===== src/rtl/instr_fetch_unit.sv =====
// instr_fetch_unit
// Fetch front-end for the pipelined core. Owns the fetch PC, issues in-order
// requests to instruction memory, tags each request with its PC, buffers the
// returned words in a small FIFO and hands them to decode. A redirect flushes
// the buffer, restarts fetch at the new PC and discards in-flight responses.

module instr_fetch_unit #(
   parameter int          DEPTH    = 4,
   parameter logic [31:0] RESET_PC = 32'h0000_0000
) (
   input  logic        i_clock,
   input  logic        i_resetN,
   input  logic        i_redirectValid,
   input  logic [31:0] i_redirectPc,
   output logic        o_imemReqValid,
   output logic [31:0] o_imemReqAddr,
   input  logic        i_imemReqReady,
   input  logic        i_imemRspValid,
   input  logic [31:0] i_imemRspData,
   output logic        o_instrValid,
   output logic [31:0] o_instr,
   output logic [31:0] o_instrPc,
   input  logic        i_instrReady
);

   // Pointer width indexes DEPTH entries; counter width must also hold DEPTH itself.
   localparam int PW = $clog2(DEPTH);
   localparam int CW = PW + 1;
   localparam logic [CW:0]   DEPTH_SUM = (CW+1)'(DEPTH);
   localparam logic [CW-1:0] CNT_ONE   = CW'(1);
   localparam logic [PW-1:0] PTR_ONE   = PW'(1);

   // Architectural state
   logic [31:0]   r_fetchPc;
   logic [CW-1:0] r_outstanding;
   logic [CW-1:0] r_dropCnt;
   logic [CW-1:0] r_count;

   // PC tag queue: one entry per request still waiting for its response
   logic [31:0]   r_pcQueue [DEPTH];
   logic [PW-1:0] r_pcqWrPtr;
   logic [PW-1:0] r_pcqRdPtr;

   // Instruction FIFO toward decode
   logic [31:0]   r_fifoPc   [DEPTH];
   logic [31:0]   r_fifoData [DEPTH];
   logic [PW-1:0] r_fifoWrPtr;
   logic [PW-1:0] r_fifoRdPtr;

   // Handshake and bookkeeping decodes
   logic          w_accept;
   logic          w_rspTake;
   logic          w_rspDrop;
   logic          w_push;
   logic          w_pop;
   logic [CW:0]   w_creditSum;
   logic [CW-1:0] w_outstandingNext;
   logic [CW-1:0] w_dropCntNext;
   logic [CW-1:0] w_countNext;

   // A credit is consumed by every in-flight request (dropped ones included)
   // and every buffered word, so a surviving response always finds FIFO space.
   assign w_creditSum    = {1'b0, r_outstanding} + {1'b0, r_count};
   assign o_imemReqValid = !i_redirectValid && (w_creditSum < DEPTH_SUM);
   assign o_imemReqAddr  = r_fetchPc;
   assign w_accept       = o_imemReqValid && i_imemReqReady;

   // Responses with nothing outstanding are stale (e.g. from before a reset) and ignored.
   assign w_rspTake = i_imemRspValid && (r_outstanding != '0);
   assign w_rspDrop = w_rspTake && (r_dropCnt != '0);
   assign w_push    = w_rspTake && !w_rspDrop && !i_redirectValid;

   // Decode sees the FIFO head directly; nothing bypasses the FIFO.
   assign o_instrValid = (r_count != '0) && !i_redirectValid;
   assign w_pop        = o_instrValid && i_instrReady;
   assign o_instr      = r_fifoData[r_fifoRdPtr];
   assign o_instrPc    = r_fifoPc[r_fifoRdPtr];

   // Outstanding moves up on accept and down on any taken response; both cancel out.
   always_comb begin
      w_outstandingNext = r_outstanding;
      if (w_accept && !w_rspTake) begin
         w_outstandingNext = r_outstanding + CNT_ONE;
      end else if (!w_accept && w_rspTake) begin
         w_outstandingNext = r_outstanding - CNT_ONE;
      end
   end

   // On redirect every request still in flight (less the one answering now) becomes a drop.
   always_comb begin
      w_dropCntNext = r_dropCnt;
      if (i_redirectValid) begin
         w_dropCntNext = w_rspTake ? (r_outstanding - CNT_ONE) : r_outstanding;
      end else if (w_rspDrop) begin
         w_dropCntNext = r_dropCnt - CNT_ONE;
      end
   end

   // FIFO occupancy: redirect empties it, otherwise push and pop net out.
   always_comb begin
      w_countNext = r_count;
      if (i_redirectValid) begin
         w_countNext = '0;
      end else if (w_push && !w_pop) begin
         w_countNext = r_count + CNT_ONE;
      end else if (!w_push && w_pop) begin
         w_countNext = r_count - CNT_ONE;
      end
   end

   // Fetch PC: redirect wins, otherwise advance one word per accepted request (wraps at 2^32).
   always_ff @(posedge i_clock or negedge i_resetN) begin
      if (!i_resetN) begin
         r_fetchPc <= RESET_PC;
      end else if (i_redirectValid) begin
         r_fetchPc <= i_redirectPc;
      end else if (w_accept) begin
         r_fetchPc <= r_fetchPc + 32'd4;
      end
   end

   // In-flight and drop counters.
   always_ff @(posedge i_clock or negedge i_resetN) begin
      if (!i_resetN) begin
         r_outstanding <= '0;
         r_dropCnt     <= '0;
      end else begin
         r_outstanding <= w_outstandingNext;
         r_dropCnt     <= w_dropCntNext;
      end
   end

   // PC tag queue: record each accepted address, retire one per taken response (dropped or not).
   always_ff @(posedge i_clock or negedge i_resetN) begin
      if (!i_resetN) begin
         r_pcqWrPtr <= '0;
         r_pcqRdPtr <= '0;
         for (int i = 0; i < DEPTH; i++) begin
            r_pcQueue[i] <= '0;
         end
      end else begin
         if (w_accept) begin
            r_pcQueue[r_pcqWrPtr] <= r_fetchPc;
            r_pcqWrPtr            <= r_pcqWrPtr + PTR_ONE;
         end
         if (w_rspTake) begin
            r_pcqRdPtr <= r_pcqRdPtr + PTR_ONE;
         end
      end
   end

   // Instruction FIFO: pair each surviving response with its tagged PC; redirect flushes.
   always_ff @(posedge i_clock or negedge i_resetN) begin
      if (!i_resetN) begin
         r_fifoWrPtr <= '0;
         r_fifoRdPtr <= '0;
         for (int i = 0; i < DEPTH; i++) begin
            r_fifoPc[i]   <= '0;
            r_fifoData[i] <= '0;
         end
      end else if (i_redirectValid) begin
         r_fifoWrPtr <= '0;
         r_fifoRdPtr <= '0;
      end else begin
         if (w_push) begin
            r_fifoPc[r_fifoWrPtr]   <= r_pcQueue[r_pcqRdPtr];
            r_fifoData[r_fifoWrPtr] <= i_imemRspData;
            r_fifoWrPtr             <= r_fifoWrPtr + PTR_ONE;
         end
         if (w_pop) begin
            r_fifoRdPtr <= r_fifoRdPtr + PTR_ONE;
         end
      end
   end

   // Occupancy count register.
   always_ff @(posedge i_clock or negedge i_resetN) begin
      if (!i_resetN) begin
         r_count <= '0;
      end else begin
         r_count <= w_countNext;
      end
   end

endmodule


===== config.mk =====
export PLATFORM = sky130hd
export DESIGN_NAME = instr_fetch_unit
export DESIGN_NICKNAME = d
export VERILOG_FILES = /design/src/rtl/instr_fetch_unit.sv
export SDC_FILE = /design/constraint.sdc
export NUM_CORES = 1
export LEC_CHECK = 0
export CORE_ASPECT_RATIO = 1.1
export CORE_MARGIN = 2
export CORE_UTILIZATION = 40
export DETAILED_ROUTE_END_ITERATION = 8
export GPL_TIMING_DRIVEN = 0
export PLACE_DENSITY = 0.65
export SYNTH_ARGS = -nofsm -noshare
export SYNTH_HDL_FRONTEND = slang
export SYNTH_SLANG_ARGS = --single-unit

===== constraint.sdc =====
create_clock -name i_clock -period 4.47 [get_ports i_clock]
set_clock_uncertainty 0.05 [all_clocks]
set_input_delay 0.894 -clock i_clock [delete_from_list [all_inputs] [get_ports i_clock]]
set_output_delay 0.894 -clock i_clock [all_outputs]
set_load 0.02 [all_outputs]

### Yosys cells after proc, flatten, opt, wreduce, memory -nomap -nowiden

Cells that the tools add are included.

* register bits: 433
* output and inout port bits: 98
* word-level logic and storage cells: 103
* input port bits: 70

* $add $sub $neg: 11
* reductions and logical operators: 30
* bitwise operators: 5
* $lt $le $gt $ge: 7
* multiplexer cells: 30

Operators by type and width (number)
* $bwmux W128: 3
* $mux W32: 10
* $bmux W32 S2: 3
* $demux W32 S2: 2
* $add A32 B3 Y32 const B: 1
* $mux W3: 8
* $logic_and A1 B1 Y1: 14
* $ge A3 B3 Y1 const B: 4
* $not A2 Y3: 4
* $reduce_bool A3 Y1: 4
* $reduce_bool A2 Y1: 5
* $sub A3 B1 Y3 const B: 3
* $add A2 B1 Y2 const B: 4
* $mux W2: 4
* $add A3 B1 Y3 const B: 2
* $logic_not A1 Y1: 6
* $lt A3 B1 Y1 const B: 2
* $add A3 B3 Y4: 1
* $lt A4 B3 Y1 const B: 1
* $reduce_and A2 Y1: 1
* $not A1 Y1: 1

### Depth between registers and ports, before layout

* depth in word-level cells: 11
* gate-level depth with buffers: 12
* depth with buffers taken out: 11

### Worst setup path before layout

No wires, ideal clock.

* path kind: input -> register
* start point: input i_imemRspValid
* end point: register r_count[2]
* cell stages on the path: 9
* setup slack: 1.872 ns
* required time: 4.288 ns
* arrival time: 2.416 ns
* buffers on the path: 1
* library setup time: 0.132 ns
* path through: and4bb_2 and2_1 buf_2 nor2b_1 fa_1 inv_1 nor3b_1 a211oi_1 o31ai_1

* word-level cells in the longest chain between the ends: 8
* elaborated cells on any way between the ends: 11
* classes of those cells: mux: 2; reduce/logical: 9

RTL lines
* start: declaration: RTL line 18 `input logic i_imemRspValid,`
* $logic_and A1 B1 Y1 *: RTL line 69 `assign w_rspTake = i_imemRspValid && (r_outstanding != '0);`
* $logic_and A1 B1 Y1: RTL line 70 `assign w_rspDrop = w_rspTake && (r_dropCnt != '0);`
* $logic_not A1 Y1: RTL line 71 `assign w_push = w_rspTake && !w_rspDrop && !i_redirectValid;`
* $logic_and A1 B1 Y1 * (2 in series): RTL line 71
* $logic_and A1 B1 Y1 / $logic_not A1 Y1 (equally long branches): RTL line 104, 106
* $mux W3 / $logic_and A1 B1 Y1 (equally long branches): RTL line 104, 106
* $mux W3 / $reduce_bool A3 Y1 (equally long branches)
* end signal: assignment: RTL line 181 `r_count <= w_countNext;`
* end: declaration: RTL line 37 `logic [CW-1:0] r_count;`

Mark *: on every way between the ends. The rest lies on a longest branch, timed or not.
A chain may end at the register's enable or synchronous reset.

### Final worst setup path

* start point: input i_redirectValid
* end point: output o_instrValid

* word-level cells in the longest chain between the ends: 2

RTL lines
* start: declaration: RTL line 13 `input logic i_redirectValid,`
* $logic_not A1 Y1: RTL line 74 `assign o_instrValid = (r_count != '0) && !i_redirectValid;`
* $logic_and A1 B1 Y1: RTL line 74
* end: declaration: RTL line 20 `output logic o_instrValid,`

No other way between the ends.

==> reports/qor.csv <==
stage;metric;value;unit
status;status;completed;
timing;drv_slew;0;
placed_design;dpl_cell_area;22070;sq um
worst_setup_path;end_kind;output pin;
hold_path;hold_path.class;input pin to async pin;
floorplan;row_count;84;
cts;htreeDepth;2;
cts;clock_latency;580;ps
worst_setup_path;crit_path_max_incr_delay;690;ps
global_routing;track_usage;17.78;%
drt;dr.pass1.iters;6;
finish;seq_area;10840;sq um
finish;antennaDiodeCount;0;
timing;setup_viol;0;
timing;whs;301.5;ps
timing;rsz0062_at_grt;no;
placed_design;port_buffers;167;
finish;multiInputGateArea;8149;sq um
drt;route.detailed.wl_per_inst;20.25;um
power;switchingPower;4.375;mW
job;max_cap_violations;0;
synth;ys_types;54;
synth;yosysTopAreaCell;dfrtp_1;
floorplan;top_level_ports;168;
cts;postCtsSetupBuffers;0;
drt;drt_iter0_markers;590;
timing;worst_pin_slew;929.8;ps
global_routing;overflow;0;
power;internal-power;9.899;mW
floorplan;dieArea;50550;sq um
placed_design;post-dp-hpwl;29970;um
drt;avgViaCountPerCell;5.259;
worst_setup_path;crit_arrival;3200;ps
worst_setup_path;startpoint_type;input pin;
synth;syn_nets;1364;
power;ir_drop;0.2825;mV
drt;ant_nets;0;
synth;synth-seq-cells;433;
worst_setup_path;crit_chain;clkdlybuf4s50_1 -> clkdlybuf4s15_1 -> clkbuf_2 -> nor2_1 -> clkdlybuf4s50_1;
finish;nets;1584;
timing;fin_crit_sh;92.74;%
drt;drt-total-wl;44020;um
drt;drcViolationCount;0;
synth;synth_top_area_share;55.55;%
power;p_leak;10.74;nW
finish;nFillCells;4133;
timing;slew_headroom;38.01;%
cts;clkSlewWorstSetupHoldPaths;50;ps
synth;synth_edf_count;0;
finish;drive_gt1_share;35.19;%
power;switching_share;30.65;%
global_routing;grt_pass1_vias;12641;
power;powerDensity;601.5;nW/um^2
synth;synthFlopType;dfrtp_1;
worst_setup_path;cpMostUsedCell;clkdlybuf4s50_1;
cts;cts_sinks;433;
global_routing;grt_antenna_before_repair;1;
synth;async_reset_ff_share;100.0;%
cts;cts_made_buffers;48;
synth;yosysSeqAreaShare;55.55;%
timing;fin_crit;4145;ps
placed_design;place_congestion;0.8348;
power;combPwrFrac;33.4;%
floorplan;start_util;40.61;%
worst_setup_path;required;3530;ps
cts;cts-hold-fix-buffers;0;
synth;syn_avg_cell_area;15.29;sq um
timing;max_freq;0.2412;GHz
finish;postLayoutCellArea;23730;sq um
cts;cts_max_path_buffers;3;
synth;synth.cell_area;19510;sq um
cts;clockRootBuffer;clkbuf_16;
worst_setup_path;cp_slowest_cell;clkdlybuf4s15_1;
worst_setup_path;crit_type;input pin to output pin;
finish;syn_to_final_growth;21.64;%
cts;cts_tree;done;
power;pwr-share-clk;28.6;%
timing;hold_viol_final;0;
synth;yosysWarnings;0;
worst_setup_path;worstPathMaxFanout;10;
floorplan;die_y;235.6;um
synth;netlist_top_cells_area;dfrtp_1 56%, mux2_2 16%, mux4_2 11%;
floorplan;chipWidth;214.6;um
drt;via_count;11432;
global_routing;grt_max_degree;121;
global_routing;grt_first_pass_wirelength;70860;um
synth;syn-instance-count;1276;
finish;final_common_cell;dfrtp_1;
finish;mostFrequentLayoutCells;433 x dfrtp_1, 276 x mux2_2, 166 x clkdlybuf4s50_1;
floorplan;core;48030;sq um
power;pwr-share-seq;38.0;%
==> logic make-up (layout without fill, tap and decap cells) <==
| group | after synthesis | in the layout | share of synthesized area (%) |
|---|---|---|---|
| fa+ha+maj | 18 | 18 | 1.193 |
| xor+xnor | 34 | 34 | 1.527 |
| buf+inv | 106 | 359 | 2.675 |
| mux | 478 | 478 | 33.11 |
| simple gates | 146 | 146 | 4.221 |
| flops | 433 | 433 | 55.55 |
| compound gates | 61 | 61 | 1.726 |
==> sequential cells by signal, summed over array words and instances, names as in the netlist <==
signal,count
o_imemReqAddr,32
r_count,3
r_dropCnt,3
r_fifoData,128
r_fifoPc,128
r_fifoRdPtr,2
r_fifoWrPtr,2
r_outstanding,3
r_pcQueue,128
r_pcqRdPtr,2
r_pcqWrPtr,2
==> path summary, 6_finish.rpt <==
kind	start	cells after the start	slack (ps)	end
setup / recovery	i_redirectValid	5	320	o_instrValid
hold / removal	i_resetN	1	300	r_fifoData[122]
setup reg to reg	r_outstanding[0]	12	1580	r_count[2]
hold reg to reg	r_pcQueue[117]	2	430	r_pcQueue[117]
max in group asynchronous	i_resetN	3	2440	r_pcQueue[28]
min in group i_clock	r_pcQueue[117]	2	430	r_pcQueue[117]
==> critical path, delay by kind of cell <==
| kind | cells | cell delay, ps |
|---|---|---|
| and+or+nand+nor | 1 | 90 |
| buffers and inverters | 4 | 2200 |
==> power groups by stage <==
stage / logic (mW) / registers [mW] / clock network [mW]
after floorplan: 3.19 / 5.35 / 0
after global placement: 4.72 / 5.46 / 0
after detailed placement: 4.85 / 5.49 / 0
after CTS: 4.86 / 5.43 / 4.20
after global routing: 5.15 / 5.55 / 4.38
final: 4.76 / 5.43 / 4.09
==> metal layers <==
layer	track usage (%)	wire, um
met5	0	0
met4	5.051	884
met3	2.881	1788
met2	29.38	21290
met1	24.32	20060
==> layout make-up <==
cell class / count / area share, %
clock buffer: 66 / 5.901
timing repair buffer: 170 / 7.414
multi-input combinational: 737 / 34.34
buffer: 85 / 1.898
inverter: 21 / 0.3322
tap: 645 / 3.401
clock inverter: 17 / 1.044
sequential: 433 / 45.67
==> repair_timing <==
action | 4_1_cts | 5_1_grt
endpoints found under the hold margin | 0 | 0
endpoints found under the setup margin | 0 | 1
resized for setup | 0 | 4
==> Yosys cell counts, types with 7 or more instances <==
library cell and instances:
buf_2 45, clkbuf_1 24, dfrtp_1 433, ha_1 17, inv_1 19, mux2_1 102
mux2_2 276, mux4_2 96, nand2_1 51, nand2_2 8, nand3_1 11, nand4_1 13
nor2_1 17, nor3_1 10, o21ai_0 34, o21ai_1 7, xnor2_1 22, xor2_1 12
==> metrics by stage <==
stage / std cells / TNS, ps / utilization [%] / total power, mW / worst slack [ps]
floorplan: 1276 / 0 / - / 8.540 / 1872
global placement: 2088 / -7006380 / 45.77 / 10.18 / -16240
detailed placement: 2091 / 0 / 45.95 / 10.34 / 75.77
CTS: 2174 / 0 / 49.39 / 14.49 / 65.85
global route: 2174 / 0 / 49.40 / 15.08 / 159.0
finish: 2174 / 0 / 49.40 / 14.27 / 324.6
Power figures use the tool's default switching activity.
==> variant 1 (config.mk and constraints unchanged) <==
Change the parameter `DEPTH` from 4 to 2.
--- a/src/rtl/instr_fetch_unit.sv
+++ b/src/rtl/instr_fetch_unit.sv
@@ -5,7 +5,7 @@
 // the buffer, restarts fetch at the new PC and discards in-flight responses.
 
 module instr_fetch_unit #(
-   parameter int          DEPTH    = 4,
+   parameter int          DEPTH    = 2,
    parameter logic [31:0] RESET_PC = 32'h0000_0000
 ) (
    input  logic        i_clock,
Check against the original RTL: not equivalent (a bounded check fails within 4 cycles, from zero or initial values and one cycle with i_resetN low).
==> variant 1 against the original RTL <==
Final area down 44%; critical path type is now flip-flop to primary output; critical endpoint is now o_instrPc[14]; sequential cell count down 199; routed wire length down 40%; worst setup slack better by 0.18 ns; via count down 35%; clock power down 53%; largest cell class unchanged; register-to-register slack worse by 0.47 ns; area after synthesis down 46%; global-route usage up 1.8 points; total power down 40%; sequential power down 38%.
==> variant 1: results (changes against the original RTL) <==
multiplexer area fraction after synthesis 0.239 (-0.0917); syn_nets 931 (-32%); vias in the first global route 7,702 (-39%); drt first pass iters 7 (+1); dpl cell area 12,600 um^2 (-43%); Worst slew margin 0.375 (-0.00513); fill count 2,343 (-43%); synth cell count leaders dfrtp_1, mux2_2, nor2_1; first-pass GRT wire length 42,200 um (-40%); GRT Util Overall 0.196 (+0.0178); Final GP Congestion 0.865 (+3.6%); Resize count post-CTS 0 (unchanged); share of layout cells above drive strength 1 0.232 (-0.120); Synth area leaders dfrtp_1, mux2_2, nor2_1, mux2i_1, a21oi_1; register area share after synthesis 0.560 (+0.00473); VDD IR max 0.361 mV (+28%); Post-Synth Adder-Cell Area 0.00670 (-0.00523); largest net degree at the start of global routing 90 (-26%); PortBufs 166 (-0.60%); Synth Area in XOR/XNOR 0.0142 (-0.00102); post-layout net count 1,126 (-29%); complex-gate fraction of the synthesized area 0.0676 (+0.0504); WHS 0.286 ns (-0.0151 ns); status finished clean; leakage power 0.00559 uW (-48%); Post CTS Setup Buffer Count 0 (unchanged); post-synthesis cell count 856 (-33%); Reg-to-Reg End o_imemReqAddr[13]$_DFFE_PN0P_; Post-Route WL 26,500 um (-40%); r2r startpoint r_count[0]$_DFFE_PN0P_; post-DP HPWL 18,300 um (-39%); htree depth 1 (-1); reg-to-reg slack, setup 1.11 ns (-0.47 ns); post-synth cell types 42 (-22%); CP arrival 3.02 ns (-0.18 ns); CTS Buf Count 25 (-48%); initial DRC count 441 (-25%); vias per cell 5.25 (-0.16%); NetSw 2810 uW (-36%); clk_lat worst skew 0.51 ns (-0.07 ns); Largest regs r_fifoData x64, r_fifoPc x64, r_pcQueue x64; Worst R2R Path Depth 8 (-4); ys async rst share 1.00 (unchanged); final instance area 13,400 um^2 (-44%)
[variant 1: cell count changes in the layout (fill, tap and decap cells not counted), moves of 15 or more]
cell	change
a21oi_1	+59
buf_2	-37
clkbuf_1	+20
clkbuf_16	-24
dfrtp_1	-199
mux2_1	-102
mux2_2	-84
mux2i_1	+30
mux4_2	-96
nand2_1	-25
nor2_1	+74
or4_1	+15
[variant 1: layer usage]
| layer | wire, um | track usage | up-vias |
|---|---|---|---|
| met5 | 0 | 0 | - |
| li1 | - | - | 3456 |
| met2 | 12700 | 0.318 | 200 |
| met4 | 480 | 0.0507 | 0 |
| met1 | 11900 | 0.275 | 3781 |
| met3 | 1500 | 0.0295 | 29 |
[variant 1: critical path, cell delays in order, from the launching register on]
cell	delay (ns)
dfrtp_1	0.34
clkbuf_1	0.55
clkbuf_1	0.63
mux2_2	0.44
clkdlybuf4s50_1	0.54
[variant 1: how the worst max path moves through the flow]
stage	from	to	slack, ns
floorplan	i_redirectValid	o_imemReqValid	1.76
global placement	i_resetN	r_pcQueue[59]$_DFFE_PN0P_	-7.61
detailed placement	i_imemRspValid	r_fifoPc[16]$_DFFE_PN0P_	0.44
CTS	r_fifoRdPtr$_DFFE_PN0P_	o_instrPc[14]	0.40
global route	r_fifoRdPtr$_DFFE_PN0P_	o_instrPc[14]	0.30
finish	r_fifoRdPtr$_DFFE_PN0P_	o_instrPc[14]	0.51
[variant 1: power by group through the flow]
stage | clock network [uW] | logic [uW] | registers, uW
2_1_floorplan | 0 | 2080 | 3290
3_3_place_gp | 0 | 3220 | 3370
3_5_place_dp | 0 | 3270 | 3400
4_1_cts | 1950 | 3280 | 3360
5_1_grt | 2050 | 3510 | 3460
6_report | 1910 | 3240 | 3360
[variant 1: final cells by class]
type	instances	area (um^2)	share of cell area
sequential	234	5860	0.438
clock buffer	34	689	0.0516
tap	352	440	0.0330
buffer	55	231	0.0173
multi-input combinational	559	4340	0.324
timing repair buffer	168	1720	0.129
inverter	8	30.0	0.00225
clock inverter	11	58.8	0.00440
antenna	1	2.50	0.000187
[variant 1: cells by family after synthesis]
kind of cell / count (synthesis)
AOI/OAI and AO/OA: 125
muxes: 226
buffers and inverters: 63
DFF: 234
and+or+nand+nor: 186
xor gates and xnor gates: 17
adders and majority gates: 5
[variant 1: per-stage QoR]
stage,util,setup WS [ns],power [uW]
2_1_floorplan,-,1.76,5370
3_3_place_gp,0.485,-7.61,6590
3_5_place_dp,0.487,0.443,6660
4_1_cts,0.516,0.403,8600
5_1_grt,0.516,0.302,9020
6_report,0.516,0.507,8500
==> variant 2 (same flow settings) <==
Without the edit above. Reset style: synchronous (`i_resetN`), changed in 5 clocked blocks.
--- a/src/rtl/instr_fetch_unit.sv
+++ b/src/rtl/instr_fetch_unit.sv
@@ -109,7 +109,7 @@
    end
 
    // Fetch PC: redirect wins, otherwise advance one word per accepted request (wraps at 2^32).
-   always_ff @(posedge i_clock or negedge i_resetN) begin
+   always_ff @(posedge i_clock) begin
       if (!i_resetN) begin
          r_fetchPc <= RESET_PC;
       end else if (i_redirectValid) begin
@@ -120,7 +120,7 @@
    end
 
    // In-flight and drop counters.
-   always_ff @(posedge i_clock or negedge i_resetN) begin
+   always_ff @(posedge i_clock) begin
       if (!i_resetN) begin
          r_outstanding <= '0;
          r_dropCnt     <= '0;
@@ -131,7 +131,7 @@
    end
 
    // PC tag queue: record each accepted address, retire one per taken response (dropped or not).
-   always_ff @(posedge i_clock or negedge i_resetN) begin
+   always_ff @(posedge i_clock) begin
       if (!i_resetN) begin
          r_pcqWrPtr <= '0;
          r_pcqRdPtr <= '0;
@@ -150,7 +150,7 @@
    end
 
    // Instruction FIFO: pair each surviving response with its tagged PC; redirect flushes.
-   always_ff @(posedge i_clock or negedge i_resetN) begin
+   always_ff @(posedge i_clock) begin
       if (!i_resetN) begin
          r_fifoWrPtr <= '0;
          r_fifoRdPtr <= '0;
@@ -174,7 +174,7 @@
    end
 
    // Occupancy count register.
-   always_ff @(posedge i_clock or negedge i_resetN) begin
+   always_ff @(posedge i_clock) begin
       if (!i_resetN) begin
          r_count <= '0;
       end else begin
Behaviour: differs if i_resetN is asserted again (counterexample within 4 cycles, from zero or initial values and one cycle with i_resetN low); with i_resetN held inactive, the same outputs for 4 cycles.
==> variant 2 against the original RTL <==
Final area decreased by 2.0%; worst setup slack got worse by 0.21 ns; area after synthesis decreased by 2.9%; core utilization increased by 0.34 points; sequential share of layout area increased by 8.5 points; critical path type unchanged; sequential cell count increased by 4; routed wire length increased by 1.5%; critical path depth increased by 2.
Power is not compared: it rests on default switching activity, and its combinational part moved more than twofold at a synthesized area within 25%.
==> variant 2: results (changes against the original RTL) <==
status finished clean; GRT Max-Usage Layer met2; grt met3 use 0.0327 (+0.00392); CP max-delay cell clkdlybuf4s50_1; drt first pass iters 4 (-2); CTS Buf Count 47 (-2.1%); VDD IR max 0.288 mV; ys async rst share 0 (-1.00); synth cell count leaders edfxtp_1, nor2_1, and2_1; Synth Area in XOR/XNOR 0.0176 (+0.00230); diode count 0 (unchanged); CP Max Fanout 10 (unchanged); vias 11,318 (-1.0%); clk_lat worst skew 0.57 ns; initial antenna violation count 0 (-1); fill count 4,042 (-2.2%); dpl cell area 21,800 um^2 (-1.2%); placed insts 2,129 (+1.8%); largest net degree at the start of global routing 33 (-73%); M1 GR Usage 0.231 (-0.0127); setup TNS 0 ns (unchanged); met2 Use GR 0.328 (+0.0343); syn_nets 1,430 (+4.8%); Post-Route WL 44,700 um (+1.5%); share of layout cells above drive strength 1 0.141 (-0.211); initial DRC count 569 (-3.6%); Place WS -0.0346 ns (-0.110 ns); multiplexer area fraction after synthesis 0.116 (-0.215); Avg Inst Size Synth 14.0 um^2 (-8.1%); post-synth cell types 58 (+7.4%); Final GP Congestion 0.856 (+2.5%); Worst-Margin Slew 1.15 ns (+0.224 ns); Post-Synth Adder-Cell Area 0.00766 (-0.00427); post-layout net count 1,664 (+5.1%); Ys Warns 0 (unchanged); fin cells 2,212 (+1.7%); leakage power 0.00863 uW; clock buffer depth 3 (unchanged); Power Internal 7580 uW; htree depth 2 (unchanged); vias in the first global route 11,960 (-5.4%); CP arrival 3.41 ns (+0.21 ns); Min-Delay Path Class flip-flop to flip-flop; critical path's largest stage delay 0.61 ns (-0.08 ns); register area share after synthesis 0.665 (+0.109); CTS clk-pin slew, worst paths 0.06 ns; Post CTS Setup Buffer Count 0 (unchanged); Post-synth EDFFs 384 (+384); complex-gate fraction of the synthesized area 0.0243 (+0.00705); PortBufs 166 (-0.60%); first-pass GRT wire length 68,100 um (-3.9%); GRT Util Overall 0.184 (+0.00658); Synth area leaders edfxtp_1, mux4_2, dfxtp_1, nor2_1, and2_1; post-DP HPWL 30,100 um (+0.31%)
==> variant 2: what timing repair did <==
action                     CTS  global route
hold endpoints to repair     0             0
gates resized for setup      1             0
setup endpoints to repair    1             0
==> variant 2: final timing paths <==
| path | startpoint | slack [ns] | end | cells after the start |
|---|---|---|---|---|
| setup / recovery | i_redirectValid | 0.11 | o_imemReqValid | 7 |
| hold / removal | r_count[2]$_SDFFE_PP0P_ | 0.49 | r_count[2]$_SDFFE_PP0P_ | 2 |
| setup reg to reg | r_outstanding[0]$_SDFFE_PN0P_ | 0.92 | r_fifoData[1][13]$_SDFFCE_PN0P_ | 10 |
| hold reg to reg | r_count[2]$_SDFFE_PP0P_ | 0.49 | r_count[2]$_SDFFE_PP0P_ | 2 |
==> variant 2: cell type report <==
cell class              instances  area [um^2]  share of cell area
inverters                      77          289              0.0124
clock buffers                  66         1320              0.0568
well taps                     595          744              0.0320
multi-input cells             746         5780               0.248
clock inverters                17          105             0.00452
repair buffers                185         2050              0.0881
plain buffers                  89          372              0.0160
flip-flops and latches        437        12600               0.542
==> variant 2: logic make-up (layout without fill, tap and decap cells) <==
logic type | count (synthesis) | in the layout
AOI/OAI and AO/OA | 76 | 76
and+or+nand+nor | 521 | 521
buffers and inverters | 166 | 434
muxes | 100 | 100
adders and majority gates | 11 | 11
DFF | 437 | 437
xor gates and xnor gates | 38 | 38
==> variant 2: power by group through the flow <==
stage	logic, uW	registers [uW]	clock network (uW)
global route	1820	4890	3860
detailed placement	1690	4950	0
finish	1670	4860	3640
global placement	1600	4970	0
floorplan	1010	4940	0
CTS	1700	4870	3720
==> variant 2: routing by layer <==
metal,wire length (um),vias up
li1,-,5354
met1,18600,5615
met4,1080,0
met5,0,-
met3,2100,75
met2,22800,274
